$ cat src/rtl/proc_control_unit.sv
// proc_control_unit
// Instruction sequencer for the 16-bit multi-cycle processor datapath.
// Loads one instruction into the external IR, decodes it and drives the
// per-step bus-mux select, register/A/G load enables and ALU opcode.
// Each instruction takes 2-4 cycles from fetch to done. The control outputs
// are a combinational decode of the current state and the IR contents.

module proc_control_unit #(
   parameter logic [3:0] DIN_SEL = 4'd8,
   parameter logic [3:0] G_SEL   = 4'd10
) (
   input  logic        clk,
   input  logic        rst,
   input  logic        run,
   input  logic [15:0] ir,
   output logic        ir_in,
   output logic [7:0]  r_in,
   output logic        a_in,
   output logic        g_in,
   output logic [3:0]  sel,
   output logic [2:0]  alu_op,
   output logic        done,
   output logic        busy
);

   // FSM state encoding
   localparam logic [2:0] S_IDLE  = 3'd0;
   localparam logic [2:0] S_FETCH = 3'd1;
   localparam logic [2:0] S_T1    = 3'd2;
   localparam logic [2:0] S_T2    = 3'd3;
   localparam logic [2:0] S_T3    = 3'd4;

   // Instruction opcodes
   localparam logic [2:0] OP_MV  = 3'b000;
   localparam logic [2:0] OP_ADD = 3'b001;
   localparam logic [2:0] OP_SUB = 3'b010;
   localparam logic [2:0] OP_MUL = 3'b011;
   localparam logic [2:0] OP_SHR = 3'b100;
   localparam logic [2:0] OP_SHL = 3'b101;

   // ALU operation codes
   localparam logic [2:0] ALU_ADD = 3'b000;
   localparam logic [2:0] ALU_SUB = 3'b001;
   localparam logic [2:0] ALU_MUL = 3'b010;
   localparam logic [2:0] ALU_SHR = 3'b011;
   localparam logic [2:0] ALU_SHL = 3'b100;

   logic [2:0] state_r;
   logic [2:0] next_s;

   logic [2:0] opcode_s;
   logic [2:0] rx_s;
   logic       imm_sel_s;
   logic [3:0] opnd_s;
   logic [3:0] rx_sel_s;
   logic [7:0] rx_onehot_s;
   logic [2:0] next_done_s;

   // Immediate payload bits above rY only matter to the datapath, not here.
   logic       unused_imm_s;

   // Field extraction from the instruction register.
   assign opcode_s     = ir[15:13];
   assign rx_s         = ir[12:10];
   assign imm_sel_s    = ir[9];
   assign opnd_s       = imm_sel_s ? DIN_SEL : {1'b0, ir[2:0]};
   assign rx_sel_s     = {1'b0, rx_s};
   assign rx_onehot_s  = 8'b0000_0001 << rx_s;
   assign unused_imm_s = ^ir[8:3];

   // After the final step, chain straight into the next fetch while run is high.
   assign next_done_s  = run ? S_FETCH : S_IDLE;

   // State register; synchronous reset returns to IDLE and wins over run.
   always_ff @(posedge clk) begin
      if (rst) begin
         state_r <= S_IDLE;
      end else begin
         state_r <= next_s;
      end
   end

   // Per-step control decode and next-state selection.
   always_comb begin
      next_s = state_r;
      ir_in  = 1'b0;
      r_in   = 8'h00;
      a_in   = 1'b0;
      g_in   = 1'b0;
      sel    = 4'd0;
      alu_op = ALU_ADD;
      done   = 1'b0;
      case (state_r)
         S_IDLE: begin
            if (run) begin
               next_s = S_FETCH;
            end else begin
               next_s = S_IDLE;
            end
         end
         S_FETCH: begin
            ir_in  = 1'b1;
            next_s = S_T1;
         end
         S_T1: begin
            case (opcode_s)
               OP_MV: begin
                  sel    = opnd_s;
                  r_in   = rx_onehot_s;
                  done   = 1'b1;
                  next_s = next_done_s;
               end
               OP_ADD, OP_SUB, OP_MUL: begin
                  // Latch the first operand into A before the ALU step.
                  sel    = rx_sel_s;
                  a_in   = 1'b1;
                  next_s = S_T2;
               end
               OP_SHR: begin
                  sel    = opnd_s;
                  g_in   = 1'b1;
                  alu_op = ALU_SHR;
                  next_s = S_T3;
               end
               OP_SHL: begin
                  sel    = opnd_s;
                  g_in   = 1'b1;
                  alu_op = ALU_SHL;
                  next_s = S_T3;
               end
               default: begin
                  // Reserved opcodes complete immediately with no writes.
                  done   = 1'b1;
                  next_s = next_done_s;
               end
            endcase
         end
         S_T2: begin
            sel    = opnd_s;
            g_in   = 1'b1;
            next_s = S_T3;
            case (opcode_s)
               OP_ADD:  alu_op = ALU_ADD;
               OP_SUB:  alu_op = ALU_SUB;
               OP_MUL:  alu_op = ALU_MUL;
               default: alu_op = ALU_ADD;
            endcase
         end
         S_T3: begin
            // Write the ALU result held in G back to rX.
            sel    = G_SEL;
            r_in   = rx_onehot_s;
            done   = 1'b1;
            next_s = next_done_s;
         end
         default: begin
            next_s = S_IDLE;
         end
      endcase
   end

   assign busy = (state_r != S_IDLE);

endmodule

$ cat config.mk
export PLATFORM = sky130hd
export DESIGN_NAME = proc_control_unit
export DESIGN_NICKNAME = d
export VERILOG_FILES = /design/src/rtl/proc_control_unit.sv
export SDC_FILE = /design/constraint.sdc
export NUM_CORES = 1
export LEC_CHECK = 0
export BUFFER_PORTS_ARGS = -buffer_cell sky130_fd_sc_hd__buf_2
export CAP_MARGIN = 20
export CORE_MARGIN = 4
export CORE_UTILIZATION = 30
export CTS_CLUSTER_SIZE = 14
export DETAILED_ROUTE_END_ITERATION = 8
export GPL_ROUTABILITY_DRIVEN = 0
export PLACE_DENSITY = 0.62
export SYNTH_ARGS = -nofsm -noshare
export SYNTH_HDL_FRONTEND = slang
export SYNTH_SLANG_ARGS = --single-unit
$ cat constraint.sdc
create_clock -name clk -period 1.4 [get_ports clk]
set_clock_uncertainty 0.05 [all_clocks]
set_input_delay 0.07 -clock clk [delete_from_list [all_inputs] [get_ports clk]]
set_output_delay 0.07 -clock clk [all_outputs]
set_load 0.01 [all_outputs]
; ---- After elaboration in Yosys (flattened, before gate mapping)
; Index checks and enable logic that the tools add are counted.
; Widths: inputs -> output; s select.
[op_classes]
n_addsub = 0
n_mul = 0
n_div = 0
n_lt_le_gt_ge = 0
n_eq_ne = 9
shifts = 1
muxes = 18
n_bitwise = 0
reduce_logical = 8
[op_table]
columns = op, n
row1 = $pmux 3 s2, 3
row2 = $pmux 8 s2, 1
row3 = $eq 3x2->1 const B, 4
row4 = $pmux 3 s4, 1
row5 = $pmux 4 s3, 1
row6 = $eq 3x3->1 const B, 3
row7 = $mux 8, 1
row8 = $pmux 4 s2, 1
row9 = $shl 1x3->8 const A, 1
row10 = $eq 3x1->1 const B, 2
row11 = $logic_not 3->1, 2
row12 = $mux 1, 6
row13 = $reduce_or 3->1, 2
row14 = $reduce_or 5->1, 1
row15 = $mux 4, 1
row16 = $pmux 1 s2, 2
row17 = $pmux 2 s2, 1
row18 = $reduce_or 2->1, 2
row19 = $reduce_bool 3->1, 1
[totals]
regBits = 3
latch_bits = 0
ramBits = 0
romBits = 0
inputBits = 19
output_inout_bits = 20
elab_cells = 37
mem_count = 0

; ---- Longest topological paths before layout
[logic_depth]
depth_word = 4
mapped_depth = 5
ltp_nobuf = 4

; ---- Worst setup path after synthesis
; No wires, ideal clock.
[synth_path]
kind = reg2out
start = reg state_r[2]
end = out r_in[0]
t_arrival_ps = 1153
t_required_ps = 1280
path_slack_ps = 127
path_stages_with_launch = 5
path_cell_list = dfxtp_1 buf_2 nor3b_2 a21oi_1 nor4_1
[synth_between]
elab_chain_cells = 2
[synth_lines]
columns = item, line
row1 = "start, declared", 48  ; logic [2:0] state_r;
row2 = "start signal, assigned", 79  ; state_r <= next_s;
row3 = $eq 3x3->1 / $eq 3x2->1 (equally long branches), 93  ; case (state_r)
row4 = $pmux 8 s2 (*), 93
row5 = "end, declared", 17  ; output logic [7:0] r_in,
; Every way passes the cells marked *; elsewhere a longest branch is shown, timed or not.

; ---- Final worst setup path
[layout_path]
start = reg state_r[0]
end = out sel[1]
[layout_between]
elab_chain_cells = 2
[layout_lines]
columns = item, line
row1 = $eq 3x3->1 / $eq 3x2->1 (equally long branches), 93
row2 = $pmux 4 s3 (*), 93
row3 = "end, declared", 20  ; output logic [3:0] sel,
; Marked as above.

==> flow_summary.toml <==
[setup_path]
cp_slowest_cell = "dfxtp_4"
crit_chain = "nor3b_2 -> nor4_4 -> a221o_1 -> buf_2"
start_kind = "flip-flop"
critical_path_class = "reg -> out"
crit_path_end_kind = "output port"
arrival_ns = 1.46
worstPathRequired_ns = 1.28
cp_top_family = "simple AND/OR/NAND/NOR gates"
cp_num_buf_inv = 1
max_stage_delay_ns = 0.37
critPathMaxFanout = 6

[yosys]
synthDominantCellAreaShare_pct = 12.9
ys_top_cells_by_area = "dfxtp_1, nor2_1, nor4b_1"
yosys.area.top_type = "dfxtp_1"
synth_edf_count = 0
yosys_warnings = 0
syn_area_um2 = 464
netlist_instances = 65
synthFlopType = "dfxtp_1"
ys_seq_area_share_pct = 12.9
ys_ff_latch = 3
synth.avg_cell_area_um2 = 7.14
syn-num-nets = 84
synth-async-reset-ratio_pct = 0
synth.distinct_cells = 30

[pwr]
leakage_nw = 0.401
p_per_area_mw_per_mm2 = 505
ir_worst_vdd_uv = 369
finalPower_mw = 0.449

[placement]
numPortBuffers = 32
place_hpwl_um = 1160

[sta]
setup_viol = 14
setup_tns_ns = -1.40
tightest_slew_ns = 0.504
finalWorstSetupSlack_ns = -0.185
period_needed_ns = 1.58
slew_headroom_pct = 66.1
rsz0062_at_grt = "true"
slew_viol_final = 0
post-route-period-util_pct = 113
hold_viol_final = 0
max_freq_mhz = 631

[clock_tree]
cts_root_buf = "clkbuf_4"
tritoncts = "built"
clk_pin_slew_ns = 0.03
cts_max_path_buffers = 2
cts_sinks = 3
clock_latency_ns = 0.24
cts_buffers = 3
ctsHtreeMaxLevel = 1

[drt]
wirelength_um = 1810
wl_per_cell_um = 14.5
drt_iter0_drc = 7
first_pass_iters = 3
ant_nets = 0
num_vias = 658
drc = 0
viasPerCell = 5.26

[global_route]
antenna_found_initial = 0
grt_start_max_net_pins = 10
first_global_vias = 614
grt_pass1_wl_um = 2790
track_usage_pct = 18.4
overflow = 0

[finish]
regMostFlops = "state_r"
nets = 130
layout-drive-gt1-share_pct = 61.8
diodes = 0
top_regs = "state_r x3"
post-route-util_pct = 64.3
areaGrowthSynthToFinish_pct = 91.6
largest_reg_flops = 3

[die]
die-area_mm2 = 0.00224
coreArea_mm2 = 0.00138
start_util_pct = 33.6
design.portCount = 39
die_w_um = 47.3
die_h_um = 47.3
rows = 13

[outcome]
outcome = "finished with violations"
violations = "negative setup slack"

[min_path]
hold_path_class = "in -> reg"

[run]
cap_violations = 0
==> cells in the mapped netlist (2+ instances only) <==
library cell and n:
a21oi_1 4, buf_2 4, nor2_1 12, dfxtp_1 3, nor4b_1 3, a22o_1 2, nor3_1 5, nor2b_1 4
nor4bb_1 2, nor3b_2 2, o21ai_1 2, nand2b_1 4
==> metrics by stage <==
stage / setup WS, ns / instances / hold slack [ns] / instance area, µm²
3_3_place_gp: 0.0275 / 115 / 0.238 / 672
6_report: -0.185 / 125 / 0.312 / 890
3_5_place_dp: -0.00972 / 115 / 0.243 / 672
4_1_cts: -0.156 / 123 / 0.237 / 855
5_1_grt: -0.247 / 125 / 0.310 / 890
2_1_floorplan: 0.127 / 65 / 0.0928 / 464
==> logic make-up (layout without fill, tap and decap cells) <==
| logic type | count (synthesis) | after routing | share of synthesized area (%) |
|---|---|---|---|
| mux | 1 | 1 | 2.16 |
| simple gates | 39 | 39 | 54.7 |
| flops | 3 | 3 | 12.9 |
| compound gates | 15 | 15 | 21.8 |
| buf+inv | 7 | 52 | 8.35 |
==> worst paths after layout <==
kind / start / endpoint / slack, ns / cells past startpoint
worst max register to register: state_r[0]$_SDFF_PP0_ / state_r[0]$_SDFF_PP0_ / 0.13 / 5
worst min register to register: state_r[2]$_SDFF_PP0_ / state_r[1]$_SDFF_PP0_ / 0.63 / 3
worst min-delay path: ir[14] / state_r[2]$_SDFF_PP0_ / 0.31 / 4
worst max-delay path: state_r[0]$_SDFF_PP0_ / sel[1] / -0.18 / 4
==> power breakdown <==
part	total [mW]	leakage [nW]	switching [mW]	internal, mW
registers	0.102	0.0267	0.0133	0.0886
clock network	0.156	0.0150	0.0491	0.107
logic	0.191	0.359	0.0953	0.0960
total	0.449	0.401	0.158	0.292
==> per-layer routing <==
layer	vias up	wire length (µm)	track usage, %
met5	-	0	0
met4	0	52	11.6
met2	27	888	29.9
li1	334	-	-
met1	290	768	21.7
met3	7	104	3.83
==> layout by cell type, fill, tap and decap left out, types with 2 or more instances in the layout <==
cell type  synthesis  layout
a21oi_1            4       2
nor2_1            12      10
nor3b_2            2       2
nand2b_1           4       3
nor4b_4            0       2
buf_4              0       7
nor2_2             0       2
dfxtp_4            0       3
nor4b_2            1       2
a21oi_2            0       2
clkbuf_4           0       3
nor2b_1            4       4
nor4bb_4           0       2
buf_2              4      31
buf_6              1       7
nor3_1             5       5
a22o_1             2       2
==> worst register-to-register path, delay by kind of cell, from the launching register on <==
family / cells / cell delay [ns]
AO/OA/AOI/OAI: 2 / 0.32
buffers and inverters: 2 / 0.30
AND/OR/NAND/NOR: 1 / 0.16
flip-flops: 1 / 0.37
==> cell type report <==
cell class	count	area, µm²
multi-input cells	55	469
clock buffers	4	26.3
fillers	126	493
flip-flops and latches	3	71.3
inverters	2	7.51
well taps	15	18.8
repair buffers	46	297
==> repair_timing <==
| item | CTS | global route |
|---|---|---|
| hold endpoints to repair | 2 | 0 |
| resized for setup | 25 | 5 |
| hold buffers | 1 | 0 |
| buffers inserted | 3 | 2 |
| pin swaps | 8 | 5 |
| setup endpoints to repair | 17 | 18 |
No activity file was read; power rests on OpenSTA's default activity.
